## src/rtl/seg_display_pkg.sv

```systemverilog
// rtl/seg_display_pkg.sv - shared types and constants for the press counter display
package seg_display_pkg;

    localparam int NUM_DIGITS = 4;

    typedef logic [3:0] bcd_t;

    // Active-low cathode patterns, bit order {g,f,e,d,c,b,a}
    localparam logic [6:0] SEG_0 = 7'b1000000;
    localparam logic [6:0] SEG_1 = 7'b1111001;
    localparam logic [6:0] SEG_2 = 7'b0100100;
    localparam logic [6:0] SEG_3 = 7'b0110000;
    localparam logic [6:0] SEG_4 = 7'b0011001;
    localparam logic [6:0] SEG_5 = 7'b0010010;
    localparam logic [6:0] SEG_6 = 7'b0000010;
    localparam logic [6:0] SEG_7 = 7'b1111000;
    localparam logic [6:0] SEG_8 = 7'b0000000;
    localparam logic [6:0] SEG_9 = 7'b0010000;

    localparam logic [6:0] SEG_OFF = 7'h7F;
    localparam logic [7:0] AN_OFF  = 8'hFF;

    localparam bcd_t BCD_MAX = 4'd9;

endpackage

```

## src/rtl/bcd_to_seg7.sv

```systemverilog
// rtl/bcd_to_seg7.sv - combinational BCD digit to active-low seven-segment decoder
module bcd_to_seg7
    import seg_display_pkg::*;
(
    input  bcd_t       bcd_i,
    output logic [6:0] seg_o
);

    always_comb begin
        seg_o = SEG_OFF;
        case (bcd_i)
            4'd0:    seg_o = SEG_0;
            4'd1:    seg_o = SEG_1;
            4'd2:    seg_o = SEG_2;
            4'd3:    seg_o = SEG_3;
            4'd4:    seg_o = SEG_4;
            4'd5:    seg_o = SEG_5;
            4'd6:    seg_o = SEG_6;
            4'd7:    seg_o = SEG_7;
            4'd8:    seg_o = SEG_8;
            4'd9:    seg_o = SEG_9;
            default: seg_o = SEG_OFF;
        endcase
    end

endmodule

```

## src/rtl/press_count_display.sv

```systemverilog
// rtl/press_count_display.sv - counts debounced button presses in BCD and scans them onto the 7-seg display
module press_count_display
    import seg_display_pkg::*;
#(
    parameter int REFRESH_DIV = 100000,
    parameter bit BLANK_LZ    = 1'b1
) (
    input  logic       CLK,
    input  logic       RST,
    input  logic       D_IN,
    input  logic       CLR,
    output logic [7:0] AN,
    output logic [6:0] SEG,
    output logic       DP
);

    localparam int             RW       = $clog2(REFRESH_DIV);
    localparam logic [RW-1:0]  REF_LAST = RW'(REFRESH_DIV - 1);

    logic                        prev_q;
    logic                        press;
    bcd_t [NUM_DIGITS-1:0]       cnt_q, cnt_d;
    logic [RW-1:0]               refresh_q, refresh_d;
    logic [1:0]                  scan_q, scan_d;
    logic [7:0]                  an_q, an_d;
    logic [6:0]                  seg_q, seg_d;
    logic [NUM_DIGITS-1:0]       blank;
    logic                        upper_zero;
    logic                        carry;
    logic                        slot_wrap;
    bcd_t                        sel_digit;
    logic [6:0]                  sel_seg;

    // prev resets high so a button held through reset release is not a press
    assign press = D_IN & ~prev_q;

    always_comb begin
        cnt_d = cnt_q;
        carry = press;
        for (int i = 0; i < NUM_DIGITS; i++) begin
            if (carry) begin
                if (cnt_q[i] >= BCD_MAX) begin
                    cnt_d[i] = 4'd0;
                end else begin
                    cnt_d[i] = cnt_q[i] + 4'd1;
                    carry    = 1'b0;
                end
            end
        end
        if (CLR) begin
            cnt_d = '0;
        end
    end

    assign slot_wrap = (refresh_q == REF_LAST);

    always_comb begin
        refresh_d = slot_wrap ? '0 : refresh_q + 1'b1;
        scan_d    = slot_wrap ? scan_q + 2'd1 : scan_q;
    end

    // A digit is blanked only when it and every more significant digit are zero
    always_comb begin
        blank      = '0;
        upper_zero = 1'b1;
        for (int i = NUM_DIGITS - 1; i >= 1; i--) begin
            upper_zero = upper_zero & (cnt_q[i] == 4'd0);
            blank[i]   = BLANK_LZ & upper_zero;
        end
    end

    assign sel_digit = cnt_q[scan_q];

    bcd_to_seg7 u_dec (
        .bcd_i (sel_digit),
        .seg_o (sel_seg)
    );

    always_comb begin
        an_d  = AN_OFF;
        seg_d = SEG_OFF;
        if (!blank[scan_q]) begin
            an_d  = AN_OFF & ~(8'h01 << scan_q);
            seg_d = sel_seg;
        end
    end

    always_ff @(posedge CLK or posedge RST) begin
        if (RST) begin
            prev_q    <= 1'b1;
            cnt_q     <= '0;
            refresh_q <= '0;
            scan_q    <= 2'd0;
            an_q      <= AN_OFF;
            seg_q     <= SEG_OFF;
        end else begin
            prev_q    <= D_IN;
            cnt_q     <= cnt_d;
            refresh_q <= refresh_d;
            scan_q    <= scan_d;
            an_q      <= an_d;
            seg_q     <= seg_d;
        end
    end

    assign AN  = an_q;
    assign SEG = seg_q;
    assign DP  = 1'b1;

endmodule

```

## config.mk

```make
export PLATFORM = sky130hd
export DESIGN_NAME = press_count_display
export DESIGN_NICKNAME = d
export VERILOG_FILES = /design/src/rtl/seg_display_pkg.sv /design/src/rtl/bcd_to_seg7.sv /design/src/rtl/press_count_display.sv
export SDC_FILE = /design/constraint.sdc
export NUM_CORES = 1
export LEC_CHECK = 0
export BUFFER_PORTS_ARGS = -buffer_cell sky130_fd_sc_hd__buf_4
export CORE_MARGIN = 2
export CORE_UTILIZATION = 55
export DETAILED_ROUTE_END_ITERATION = 7
export HOLD_SLACK_MARGIN = 0.12
export PLACE_DENSITY = 0.74
export SETUP_SLACK_MARGIN = 0.5
export SLEW_MARGIN = 20
export SYNTH_ARGS = -nofsm -noshare
export SYNTH_HDL_FRONTEND = slang
export SYNTH_SLANG_ARGS = --single-unit
```

## constraint.sdc

```tcl
create_clock -name CLK -period 2.4 [get_ports CLK]
set_input_delay 0.48 -clock CLK [delete_from_list [all_inputs] [get_ports CLK]]
set_output_delay 0.48 -clock CLK [all_outputs]
set_load 0.02 [all_outputs]
```

; Word-level counts from Yosys, hierarchy flattened
; Memories as Yosys holds them, arrays and structs flattened.
; Cells that the tools add are included.
[word_totals]
wordCells = 57
regBits = 51
output_inout_bits = 16
romBits = 112
in_bits = 4
memories = 1
[memory_table]
columns = name, words, width, read_ports, rd_ports_with_merged_regs, write_ports, line_no
row1 = (name not given), 16, 7, 1, 0, 0, bcd_to_seg7.sv:11  ; case (bcd_i)
[op_classes]
order_cmp = 5
n_eq_ne = 1
addsub = 6
muxes = 22
n_reduce_logical = 7
n_bitwise = 5
shift = 1
[ops]
columns = operator, count
row1 = $mux 4, 9
row2 = $add 17x1->17 const B, 1
row3 = $eq 17x17->1 const B, 1
row4 = $mux 17, 1
row5 = $add 4x1->4 const B, 4
row6 = $ge 4x4->1 const B, 4
row7 = $mux 16, 1
row8 = $logic_not 4->1, 3
row9 = $bmux 4 s2, 1
row10 = $mux 8, 1
row11 = $not 8->8, 1
row12 = $reduce_bool 2->1, 4
row13 = $shl 1x2->8 const A, 1
row14 = $mux 1, 7
row15 = $mux 7, 1
row16 = $and 1x1->1, 3
row17 = $lt 2x3->1 const B, 1
row18 = $add 2x1->2 const B, 1
row19 = $bmux 1 s2, 1
row20 = $not 1->1, 1

; Logic depth before layout (Yosys ltp)
; Gate-level depths: netlist of run 1.
[logic_depth]
ltp_word = 7
mapped_depth = 8
ltp_nobuf = 7

; By module
; A second synthesis of run 1 with hierarchy kept.
[hier_totals]
hier_cells = 270
hier_area_um2 = 2745.1
[modules_own_cells]
columns = module, area_each_um2, seq_area_each_um2, cells_per_inst, n_inst
row1 = press_count_display, 2534.9, 1191.1, 237, 1
row2 = bcd_to_seg7, 210.2, 0.0, 33, 1

; Worst setup path after synthesis of run 1
; Ideal clock, no wire load.
[synth_timing]
path_type = flip-flop to flip-flop
from = register scan_q[1]
to = register seg_q[3], in the netlist SEG[3]
path_buffers = 1
setup_ns = 0.110
t_arrival_ns = 1.766
period_less_slack_ns = 1.875
slack_ns = 0.525
path_stages_with_launch = 7
required_ns = 2.290
path_cell_list = dfrtp_1 buf_2 mux4_2 ha_1 or2_2 a21oi_1 o21ai_0
[synth_via]
elab_chain_len = 4
elab_cells_between_ends = 6
cone_classes = 5 x mux / 1 x memory
[synth_lines]
columns = element, line_no
row1 = "start, declared", press_count_display.sv:24  ; logic [1:0] scan_q, scan_d;
row2 = "start signal, assigned", press_count_display.sv:100  ; scan_q <= scan_d;
row3 = $bmux 4 s2, press_count_display.sv:72  ; assign sel_digit = cnt_q[scan_q];
row4 = $mux 4 (not written as such), press_count_display.sv:72
row5 = $mem_v2 16x7, -
row6 = $mux 7 (*), press_count_display.sv:82  ; if (!blank[scan_q]) begin
row7 = via seg_d[3], press_count_display.sv:26  ; logic [6:0] seg_q, seg_d;
row8 = "end signal, assigned", press_count_display.sv:102  ; seg_q <= seg_d;
row9 = "end, declared", press_count_display.sv:26
; The timed path passes the listed nets; every way through them passes the cells marked *. The select of a mux whose other input is x is not followed.
; A chain may end at the register's enable or synchronous reset.

; Final worst setup path of run 1
[layout_timing]
from = register scan_q[1]
to = register seg_q[0], in the netlist SEG[0]
; The elaborated chain is that of the path after synthesis.

==> reports/qor.csv, run 1 <==
stage,metric,value,unit
power_and_ir_drop,ir_drop,0.000248,V
finish,diodes,0,
logic_synthesis,synth_edf_count,0,
global_routing,antenna_found_initial,0,
logic_synthesis,yosys.area.top_type,dfrtp_1,
finish,final_common_cell,dfrtp_1,
placed_design,dpl.cell_count,342,
power_and_ir_drop,power.leakage,1.33,nW
worst_setup_path,worstPathArrival,2.10,ns
worst_setup_path,r2r_start,scan_q[1],
global_routing,grt_pass1_wl,8860,um
die,die_x,73.9,um
global_routing,track_usage,21.2,%
finish,layout.cells.non_filler,354,
sta,finalWorstPathRequiredPeriod,1.87,ns
sta,fmax,535,MHz
die,coreArea,0.00472,sq mm
power_and_ir_drop,p_seq_share,53.6,%
logic_synthesis,syn_inst,266,
logic_synthesis,synth_flop_cell,dfrtp_1,
logic_synthesis,ys_seq_area_share,44.3,%
worst_setup_path,critPathKind,register to register,
drt,dr.pass1.iters,4,
sta,rsz0062_at_grt,true,
clocking,cts_buffers,5,
clocking,clkSinkCount,47,
power_and_ir_drop,power_frac_comb,8.3,%
logic_synthesis,synthesis.area,0.00269,sq mm
job,max_cap_viol_count,0,
placed_design,place_hpwl,3570,um
finish,layout_common_cells,"dfrtp_1, ha_1, buf_4",
power_and_ir_drop,pwr-share-clk,38.1,%
worst_setup_path,setup.worst_path.start,scan_q[1],
placed_design,gp_congestion,0.871,
clocking,cts_buffer_depth,2,
finish,syn2layout_area_growth,13.9,%
placed_design,io_buffers,14,
clocking,htreeDepth,2,
die,rows,25,
drt,drtIter0Drc,157,
logic_synthesis,ys_warn_count,0,
clocking,worstSkewPairLatency,0.30,ns
sta,holdWs,0.205,ns
worst_setup_path,cp-start-kind,register,
finish,nNetsFinal,313,
sta,setup_viol,0,
drt,routed_wl,5000,um
finish,multiInputGateArea,0.00142,sq mm
logic_synthesis,synth_cell_type_count,49,
power_and_ir_drop,power_switching,0.351,mW
power_and_ir_drop,switching_share,23.1,%
status,status,completed,
global_routing,grt_max_degree,48,
power_and_ir_drop,p_int,1.17,mW
die,die-area,0.00546,sq mm
clocking,cts.clk_slew.worst_paths,0.09,ns
drt,vias_per_cell,5.53,
sta,finalHoldViolations,0,
logic_synthesis,synth_seq_cells,47,
finish,seq_area,0.00119,sq mm
logic_synthesis,synthArstFlopShare,100,%
sta,period_share,77.8,%
drt,vias,1959,
worst_setup_path,required,2.63,ns
logic_synthesis,synth_area_leaders,"dfrtp_1, dfstp_2, ha_1, mux4_2, xnor2_1",
worst_setup_path,end_kind,register,
die,io_pins,20,
power_and_ir_drop,powerDensity,497,mW/mm^2
sta,finalClockSkew,0.0143,ns
drt,wl_per_cell,14.1,um
finish,nFillCells,379,
worst_setup_path,crit_fanout,8,
die,die_y,73.9,um
sta,tns,0,ns
logic_synthesis,avgSynthCellArea,10.1,sq um
global_routing,grt_pass1_vias,1899,
global_routing,grt.overflow.total,0,
sta,finalMaxSlewViolations,0,
drt,antenna_left,0,
logic_synthesis,synth_top_area_share,32.6,%
die,start_util,56.9,%
clocking,cts_hold_buf,0,
drt,route.detailed.drc,0,
clocking,cts_tree,built,
worst_hold_path,hold_path_class,primary input to async pin,
finish,drive_gt1_share,24.0,%
clocking,clk_root_buffer_cell,clkbuf_8,
-- metal layers --
metal	vias up	track usage (%)	part of all wire (%)
met3	11	6.04	4.9
li1	955	-	-
met5	-	0	0
met1	938	29.6	48
met4	0	8.08	2.2
met2	55	31.3	45
-- logic make-up (layout without fill, tap and decap cells) --
kind of cell	Yosys count	after routing	share of synthesized area, %
flip-flops	47	47	44.3
multiplexers	8	8	4.89
AND/OR/NAND/NOR	95	95	19.3
adder cells (fa/ha/maj)	23	23	10.7
AO/OA/AOI/OAI	42	42	9.78
XOR/XNOR	16	16	5.22
buffers and inverters	34	51	5.64
other	1	5	0.140
-- power groups by stage --
| stage | sequential, mW | combinational, mW | clock [mW] |
|---|---|---|---|
| 6_report | 0.815 | 0.126 | 0.579 |
| 4_1_cts | 0.815 | 0.116 | 0.593 |
| 5_1_grt | 0.817 | 0.141 | 0.624 |
| 2_1_floorplan | 0.842 | 0.0704 | 0 |
| 3_3_place_gp | 0.830 | 0.110 | 0 |
| 3_5_place_dp | 0.830 | 0.113 | 0 |
-- flip-flops by register name (all words and copies together) (netlist names) --
register   count
AN             4
SEG            7
cnt_q         16
prev_q         1
refresh_q     17
scan_q         2
-- synthesized netlist by cell type (2+ instances only) --
library cell / instances
nor4_1: 4
o22ai_1: 2
nand2b_1: 3
dfstp_2: 12
nor2_1: 16
or3b_2: 3
xnor2_1: 10
ha_1: 23
nand4_1: 8
dfrtp_1: 35
nor2b_1: 3
inv_1: 21
or3_1: 3
buf_4: 5
and3_1: 4
mux4_2: 4
a31oi_1: 3
clkbuf_1: 4
nand3_1: 11
mux2i_1: 3
o21ai_0: 13
nor3_1: 4
a21oi_1: 12
nor4bb_1: 2
and2_1: 6
buf_2: 4
xor2_1: 6
nand2_1: 21
-- final cells by class --
cell class / instances / area share, %
timing repair buffer: 22 / 5.81
clock buffer: 6 / 2.37
tap: 67 / 2.74
clock inverter: 2 / 1.23
sequential: 47 / 39.0
inverter: 21 / 2.58
multi-input combinational: 189 / 46.2
-- worst paths after layout --
check | endpoint | slack, ns | cells after the start
hold reg to reg | refresh_q[0] | 0.50 | 1
setup / recovery | SEG[0] | 0.53 | 5
hold / removal | cnt_q[10] | 0.20 | 3
min in group CLK | prev_q | 0.29 | 1
setup reg to reg | SEG[0] | 0.53 | 5
max in group asynchronous | prev_q | 1.93 | 3
-- what timing repair did --
action / 4_1_cts / 5_1_grt
cloned: 0 / 0
pin swaps: 0 / 1
endpoints found under the setup margin: 7 / 16
gates resized for setup: 4 / 14
setup buffers: 0 / 4
-- worst max-delay path: stages (launching register included) --
cell     delay (ns)
dfrtp_2        0.47
mux4_2         0.58
ha_1           0.20
or2_2          0.31
a21oi_1        0.16
o21ai_1        0.08
-- stage by stage --
step                util [%]  instance area (sq um)  power, mW  worst slack (ns)
floorplan                  -                   2700      0.912             0.525
global placement        60.6                   2860      0.941             0.458
detailed placement      60.6                   2860      0.943             0.417
CTS                     63.3                   2990       1.52             0.517
global route            64.8                   3060       1.58             0.449
finish                  64.8                   3060       1.52             0.532
(Power assumes the default switching activity.)
==> run 2, diff against run 1 <==
--- a/config.mk
+++ b/config.mk
@@ -5,12 +5,13 @@
 export SDC_FILE = /design/constraint.sdc
 export NUM_CORES = 1
 export LEC_CHECK = 0
+export ABC_AREA = 1
 export BUFFER_PORTS_ARGS = -buffer_cell sky130_fd_sc_hd__buf_4
 export CORE_MARGIN = 2
 export CORE_UTILIZATION = 55
 export DETAILED_ROUTE_END_ITERATION = 7
 export HOLD_SLACK_MARGIN = 0.12
-export PLACE_DENSITY = 0.74
+export PLACE_DENSITY = 0.76
 export SETUP_SLACK_MARGIN = 0.5
 export SLEW_MARGIN = 20
 export SYNTH_ARGS = -nofsm -noshare
==> constraint.sdc (replaced) <==
create_clock -name CLK -period 1.65 [get_ports CLK]
set_input_delay 0.33 -clock CLK [delete_from_list [all_inputs] [get_ports CLK]]
set_output_delay 0.33 -clock CLK [all_outputs]
set_load 0.02 [all_outputs]
==> run 2 against run 1 <==
Against the previous run:
- first-iteration DRC count decreased by 9.6%
- critical endpoint is now SEG[6]
- clock skew is 0.0059 ns lower
- area after synthesis increased by 8.9%
- wire length grew 40%
- fmax is 26% higher
- die area grew 8.4%
- synthesized cell count is 30% higher
- via count is 27% higher
- clock power is 37% higher
- setup slack got worse by 0.36 ns
- worst hold slack worse by 0.072 ns
- highest routed layer unchanged
- critical path type unchanged
==> reports/qor.csv, run 2 <==
stage,metric,value,unit
status,status,completed,
worst_setup_path,r2r_start,cnt_q[0],
power_and_ir_drop,ir_drop,0.000496,V
sta,finalClockSkew,0.00840,ns
worst_setup_path,worstPathArrival,1.72,ns
logic_synthesis,yosys.area.top_type,dfrtp_1,
logic_synthesis,syn_inst,346,
sta,fmax,675,MHz
global_routing,grt_pass1_wl,11700,um
sta,holdWs,0.133,ns
worst_setup_path,crit_fanout,4,
logic_synthesis,synth_edf_count,0,
clocking,cts_tree,built,
die,coreArea,0.00511,sq mm
drt,routed_wl,6990,um
finish,layout_common_cells,"nand2_1, buf_4, inv_1",
clocking,clkSinkCount,47,
logic_synthesis,synth_most_common_cell,nand2_1,
drt,vias_per_cell,5.23,
finish,drive_gt1_share,45.2,%
clocking,cts_buffer_depth,2,
drt,drtIter0Drc,142,
global_routing,antenna_found_initial,0,
die,rows,26,
logic_synthesis,ys_seq_area_share,40.7,%
logic_synthesis,synth_common_cells,"nand2_1, inv_1, dfrtp_1, nand3_1, nor2_1",
drt,wl_met2,3580,um
logic_synthesis,ys_warn_count,0,
worst_setup_path,critPathKind,register to register,
power_and_ir_drop,power.leakage,1.87,nW
logic_synthesis,synth_area_leaders,"dfrtp_1, dfstp_2, ha_1, nand2_1, nand3_1",
sta,setup_viol,0,
sta,rsz0062_at_grt,true,
sta,finalMaxSlewViolations,0,
placed_design,io_buffers,14,
die,die-area,0.00592,sq mm
drt,wl_per_cell,14.7,um
sta,finalHoldViolations,0,
die,start_util,57.3,%
finish,final_common_cell,nand2_1,
drt,routed.top_layer,met4,
sta,worst_pin_slew,0.590,ns
sta,finalWorstPathRequiredPeriod,1.48,ns
placed_design,gp_congestion,0.851,
power_and_ir_drop,powerDensity,678,mW/mm^2
finish,diodes,0,
worst_hold_path,hold_path_class,primary input to register,
drt,wl_met3,306,um
finish,syn2layout_area_growth,34.3,%
clocking,cts.clk_slew.worst_paths,0.08,ns
die,die_x,76.9,um
logic_synthesis,synth_cell_type_count,35,
finish,largest_register_ffs,17,
finish,nNetsFinal,433,
sta,max_slew_margin,60.6,%
die,io_pins,20,
clocking,cts_buffers,5,
logic_synthesis,synth_seq_cells,47,
job,max_cap_viol_count,0,
sta,period_share,89.8,%
global_routing,track_usage,24.2,%
drt,dr.pass1.iters,4,
worst_setup_path,required,1.88,ns
drt,wl_met1,2920,um
worst_hold_path,holdCritStartpoint,D_IN,
worst_setup_path,end_kind,register,
global_routing,grt_max_degree,32,
logic_synthesis,synthesis.area,0.00293,sq mm
global_routing,grt.overflow.total,0,
placed_design,place_hpwl,4030,um
die,die_y,76.9,um
finish,regMostFlops,refresh_q,
drt,vias,2493,
logic_synthesis,avgSynthCellArea,8.45,sq um
finish,nFillCells,334,
clocking,htreeDepth,2,
worst_setup_path,setup.worst_path.start,cnt_q[0],
logic_synthesis,synth_top_area_share,29.9,%
clocking,clk_root_buffer_cell,clkbuf_8,
worst_setup_path,cp-start-kind,register,
logic_synthesis,synthArstFlopShare,100,%
sta,tns,0,ns
drt,antenna_left,0,
logic_synthesis,synth_flop_cell,dfrtp_1,
clocking,worstSkewPairLatency,0.31,ns
drt,route.detailed.drc,0,
global_routing,grt_pass1_vias,2507,
run 2: changes by cell type in the layout (fill, tap and decap cells not counted), sizes merged, moves of 5 or more:
cell	delta
nand2	+67
nand3	+29
xnor2	-7
a21oi	-8
nor2	+19
buf	+34
nand3b	+7
inv	+26
and2	-6
xor2	+5
run 2: cells by family after synthesis:
family	synth area share [%]
xor+xnor	4.19
buf+inv	8.68
simple gates	31.6
flops	40.7
other cells	0.128
fa+ha+maj	9.84
compound gates	4.88
run 2: layout make-up:
| cell class | count | area [sq um] | share of cell area, % |
|---|---|---|---|
| repair buffers | 57 | 527 | 13.4 |
| flip-flops and latches | 47 | 1200 | 30.6 |
| inverters | 48 | 201 | 5.13 |
| clock buffers | 8 | 101 | 2.58 |
| multi-input cells | 247 | 1810 | 46.1 |
| well taps | 70 | 87.6 | 2.23 |
run 2: final timing paths:
| kind | endpoint | slack [ns] | depth (start not counted) |
|---|---|---|---|
| worst max-delay path | SEG[6] | 0.17 | 9 |
| worst max register to register | SEG[6] | 0.17 | 9 |
| min in group asynchronous | SEG[1] | 0.16 | 2 |
| max in group asynchronous | cnt_q[13] | 0.80 | 3 |
| worst min register to register | refresh_q[15] | 0.56 | 2 |
| worst min-delay path | prev_q | 0.13 | 1 |
run 2: metal layers:
layer  GRT usage [%]  vias to the layer above
met5               0                        -
met4            8.73                        0
met3            4.35                       18
met2            42.0                       71
met1            30.0                     1193
li1                -                     1211
run 2: timing repair:
| item | 4_1_cts | 5_1_grt |
|---|---|---|
| hold endpoints to repair | 12 | 0 |
| resized for setup | 61 | 27 |
| setup buffers | 33 | 4 |
| pin swaps | 19 | 7 |
| setup endpoints to repair | 54 | 67 |
| hold buffers | 1 | 0 |
run 2: through the flow:
| stage | cell area (sq um) | setup slack [ns] | std cells | utilization [%] | total power, mW |
|---|---|---|---|---|---|
| finish | 3930 | 0.168 | 477 | 76.9 | 2.67 |
| global route | 3930 | 0.120 | 477 | 76.9 | 2.82 |
| CTS | 3780 | 0.242 | 473 | 74.1 | 2.62 |
| detailed placement | 3200 | 0.0305 | 431 | 62.7 | 1.75 |
| global placement | 3200 | 0.113 | 431 | 62.7 | 1.74 |
| floorplan | 3020 | 0.271 | 350 | - | 1.62 |
run 2: report_power, final:
part           internal, mW  total, mW  switching, mW
clock                 0.393      0.791          0.398
combinational         0.249      0.564          0.315
sequential             1.22       1.31         0.0870
total                  1.87       2.67          0.800
run 2: critical path, stage by stage (launching register included):
cell and delay (ns):
dfrtp_2 0.46, buf_12 0.14, nand2_1 0.08, nand3_2 0.08, nand2_4 0.10, inv_2 0.04
ha_2 0.17, nand3b_1 0.17, nand3_1 0.10, nand2_1 0.06
==> run 3, diff against run 2 <==
--- a/config.mk
+++ b/config.mk
@@ -8,10 +8,9 @@
 export ABC_AREA = 1
 export BUFFER_PORTS_ARGS = -buffer_cell sky130_fd_sc_hd__buf_4
 export CORE_MARGIN = 2
-export CORE_UTILIZATION = 55
+export CORE_UTILIZATION = 27
 export DETAILED_ROUTE_END_ITERATION = 7
 export HOLD_SLACK_MARGIN = 0.12
-export PLACE_DENSITY = 0.76
 export SETUP_SLACK_MARGIN = 0.5
 export SLEW_MARGIN = 20
 export SYNTH_ARGS = -nofsm -noshare
==> run 3 against run 2 <==
Against the previous run:
- power rose by 10%
- wire length is 1.1% lower
- non-clock buffer count grew 5
- clock power increased by 30%
- combinational power grew 4.4%
- worst hold slack improved by 0.0061 ns
- core utilization decreased by 37 points
- sequential share of layout area fell by 2.7 points
- cell count grew 16%
- first-iteration DRC count fell by 15%
- die area grew 97%
- clock skew is 0.0023 ns higher
- largest cell class unchanged
==> reports/qor.csv, run 3 (synthesis results as in run 2) <==
stage,metric,value,unit
status,status,completed,
clocking,worstSkewPairLatency,0.31,ns
die,io_pins,20,
worst_setup_path,slowest_delay,0.44,ns
finish,nFillCells,1025,
sta,worst_slack,0.178,ns
drt,vias,2441,
worst_setup_path,path_cells,"inv_2, ha_4, nand3b_1, nand2_4, o21bai_4, nand3_2, nand2_1",
worst_setup_path,cpMaxStageDelayCell,dfrtp_1,
sta,finalWorstPathRequiredPeriod,1.47,ns
clocking,clkSinkCount,47,
global_routing,grt_pass1_wl,11100,um
finish,diodes,0,
worst_setup_path,required,1.90,ns
global_routing,grt_max_degree,48,
global_routing,antenna_found_initial,0,
sta,finalMaxSlewViolations,0,
worst_setup_path,worstPathArrival,1.72,ns
placed_design,place_hpwl,4070,um
clocking,htreeDepth,2,
finish,drive_gt1_share,50.2,%
drt,vias_per_cell,4.42,
sta,fmax,679,MHz
job,max_cap_viol_count,0,
worst_setup_path,crit_fanout,7,
placed_design,dpl.cell_count,502,
sta,holdWs,0.139,ns
worst_setup_path,end_kind,register,
clocking,clk_root_buffer_cell,clkbuf_8,
worst_setup_path,crit_buf_inv,1,
finish,largest_register_ffs,17,
clocking,cts.clk_slew.worst_paths,0.09,ns
finish,regMostFlops,refresh_q,
finish,layout.cells.non_filler,552,
global_routing,grt.overflow.total,0,
power_and_ir_drop,finalPower,2.95,mW
worst_setup_path,critPathKind,register to register,
sta,tns,0,ns
drt,dr.pass1.iters,4,
drt,antenna_left,0,
die,start_util,27.3,%
die,die-area,0.0117,sq mm
sta,setup_viol,0,
finish,fin_util,40.2,%
finish,seq_area,0.00120,sq mm
placed_design,place_area,0.00330,sq mm
drt,route.detailed.drc,0,
die,rows,38,
finish,layout_common_cells,"nand2_1, buf_4, inv_1",
worst_setup_path,cp-start-kind,register,
finish,multiInputGateArea,0.00202,sq mm
die,die_y,108,um
finish,final_common_cell,nand2_1,
placed_design,io_buffers,14,
clocking,cts_tree,built,
power_and_ir_drop,powerDensity,685,mW/mm^2
global_routing,track_usage,11.7,%
clocking,cts_buffers,5,
sta,rsz0062_at_grt,true,
global_routing,grt_pass1_vias,2380,
placed_design,dp_slack,0.104,ns
drt,routed_wl,6910,um
sta,finalHoldViolations,0,
die,coreArea,0.0107,sq mm
drt,wl_per_cell,12.5,um
finish,nNetsFinal,438,
power_and_ir_drop,ir_drop,0.000537,V
worst_hold_path,hold_path_class,primary input to register,
sta,finalClockSkew,0.0107,ns
drt,drtIter0Drc,121,
finish,final_area,0.00430,sq mm
die,die_x,108,um
finish,syn2layout_area_growth,47.0,%
worst_setup_path,crit_family,flip-flops,
power_and_ir_drop,power.leakage,1.96,nW
placed_design,gp_congestion,0.794,
sta,period_share,89.2,%
clocking,cts_buffer_depth,2,
run 3: changes by cell type in the layout (fill, tap and decap cells not counted), sizes merged:
cell / before / now
buf: 56 / 61
clkbuf: 8 / 5
bufinv: 0 / 2
clkinvlp: 1 / 3
dlygate4sd3: 0 / 1
dlymetal6s4s: 1 / 0
inv: 47 / 46
run 3: final cells by class:
cell class	count	area share (%)
multi-input combinational	247	47.0
sequential	47	28.0
timing repair buffer	62	12.8
inverter	48	4.94
tap	140	4.07
clock buffer	5	1.60
clock inverter	3	1.57
run 3: per-layer routing:
| metal | track usage (%) | up-vias | share of wire [%] |
|---|---|---|---|
| met5 | 0 | - | 0 |
| met4 | 3.85 | 0 | 1.4 |
| met3 | 2.41 | 8 | 2.9 |
| met2 | 20.4 | 29 | 53 |
| met1 | 14.3 | 1184 | 42 |
| li1 | - | 1220 | - |
run 3: path summary, 6_finish.rpt:
check                             start      endpoint  slack, ns  cells after the start
min in group asynchronous           RST  refresh_q[6]       0.63                      4
max                            cnt_q[5]     cnt_q[12]       0.18                      7
max in group asynchronous           RST        SEG[0]       0.74                      4
max reg2reg                    cnt_q[5]     cnt_q[12]       0.18                      7
min reg2reg                refresh_q[4]  refresh_q[4]       0.55                      2
min                                D_IN        prev_q       0.14                      1
run 3: report_power, final:
group          switching [mW]  internal [mW]  total (mW)  leakage (nW)
clock network           0.423          0.605        1.03        0.0644
registers               0.103           1.23        1.33         0.580
logic                   0.315          0.274       0.589          1.31
run 3: repair_timing:
action / 4_1_cts / 5_1_grt
setup endpoints to repair: 54 / 54
gates cloned: 0 / 0
hold buffers: 1 / 0
buffers inserted: 32 / 9
endpoints found under the hold margin: 35 / 0
pin swaps: 28 / 26
resized for setup: 65 / 66
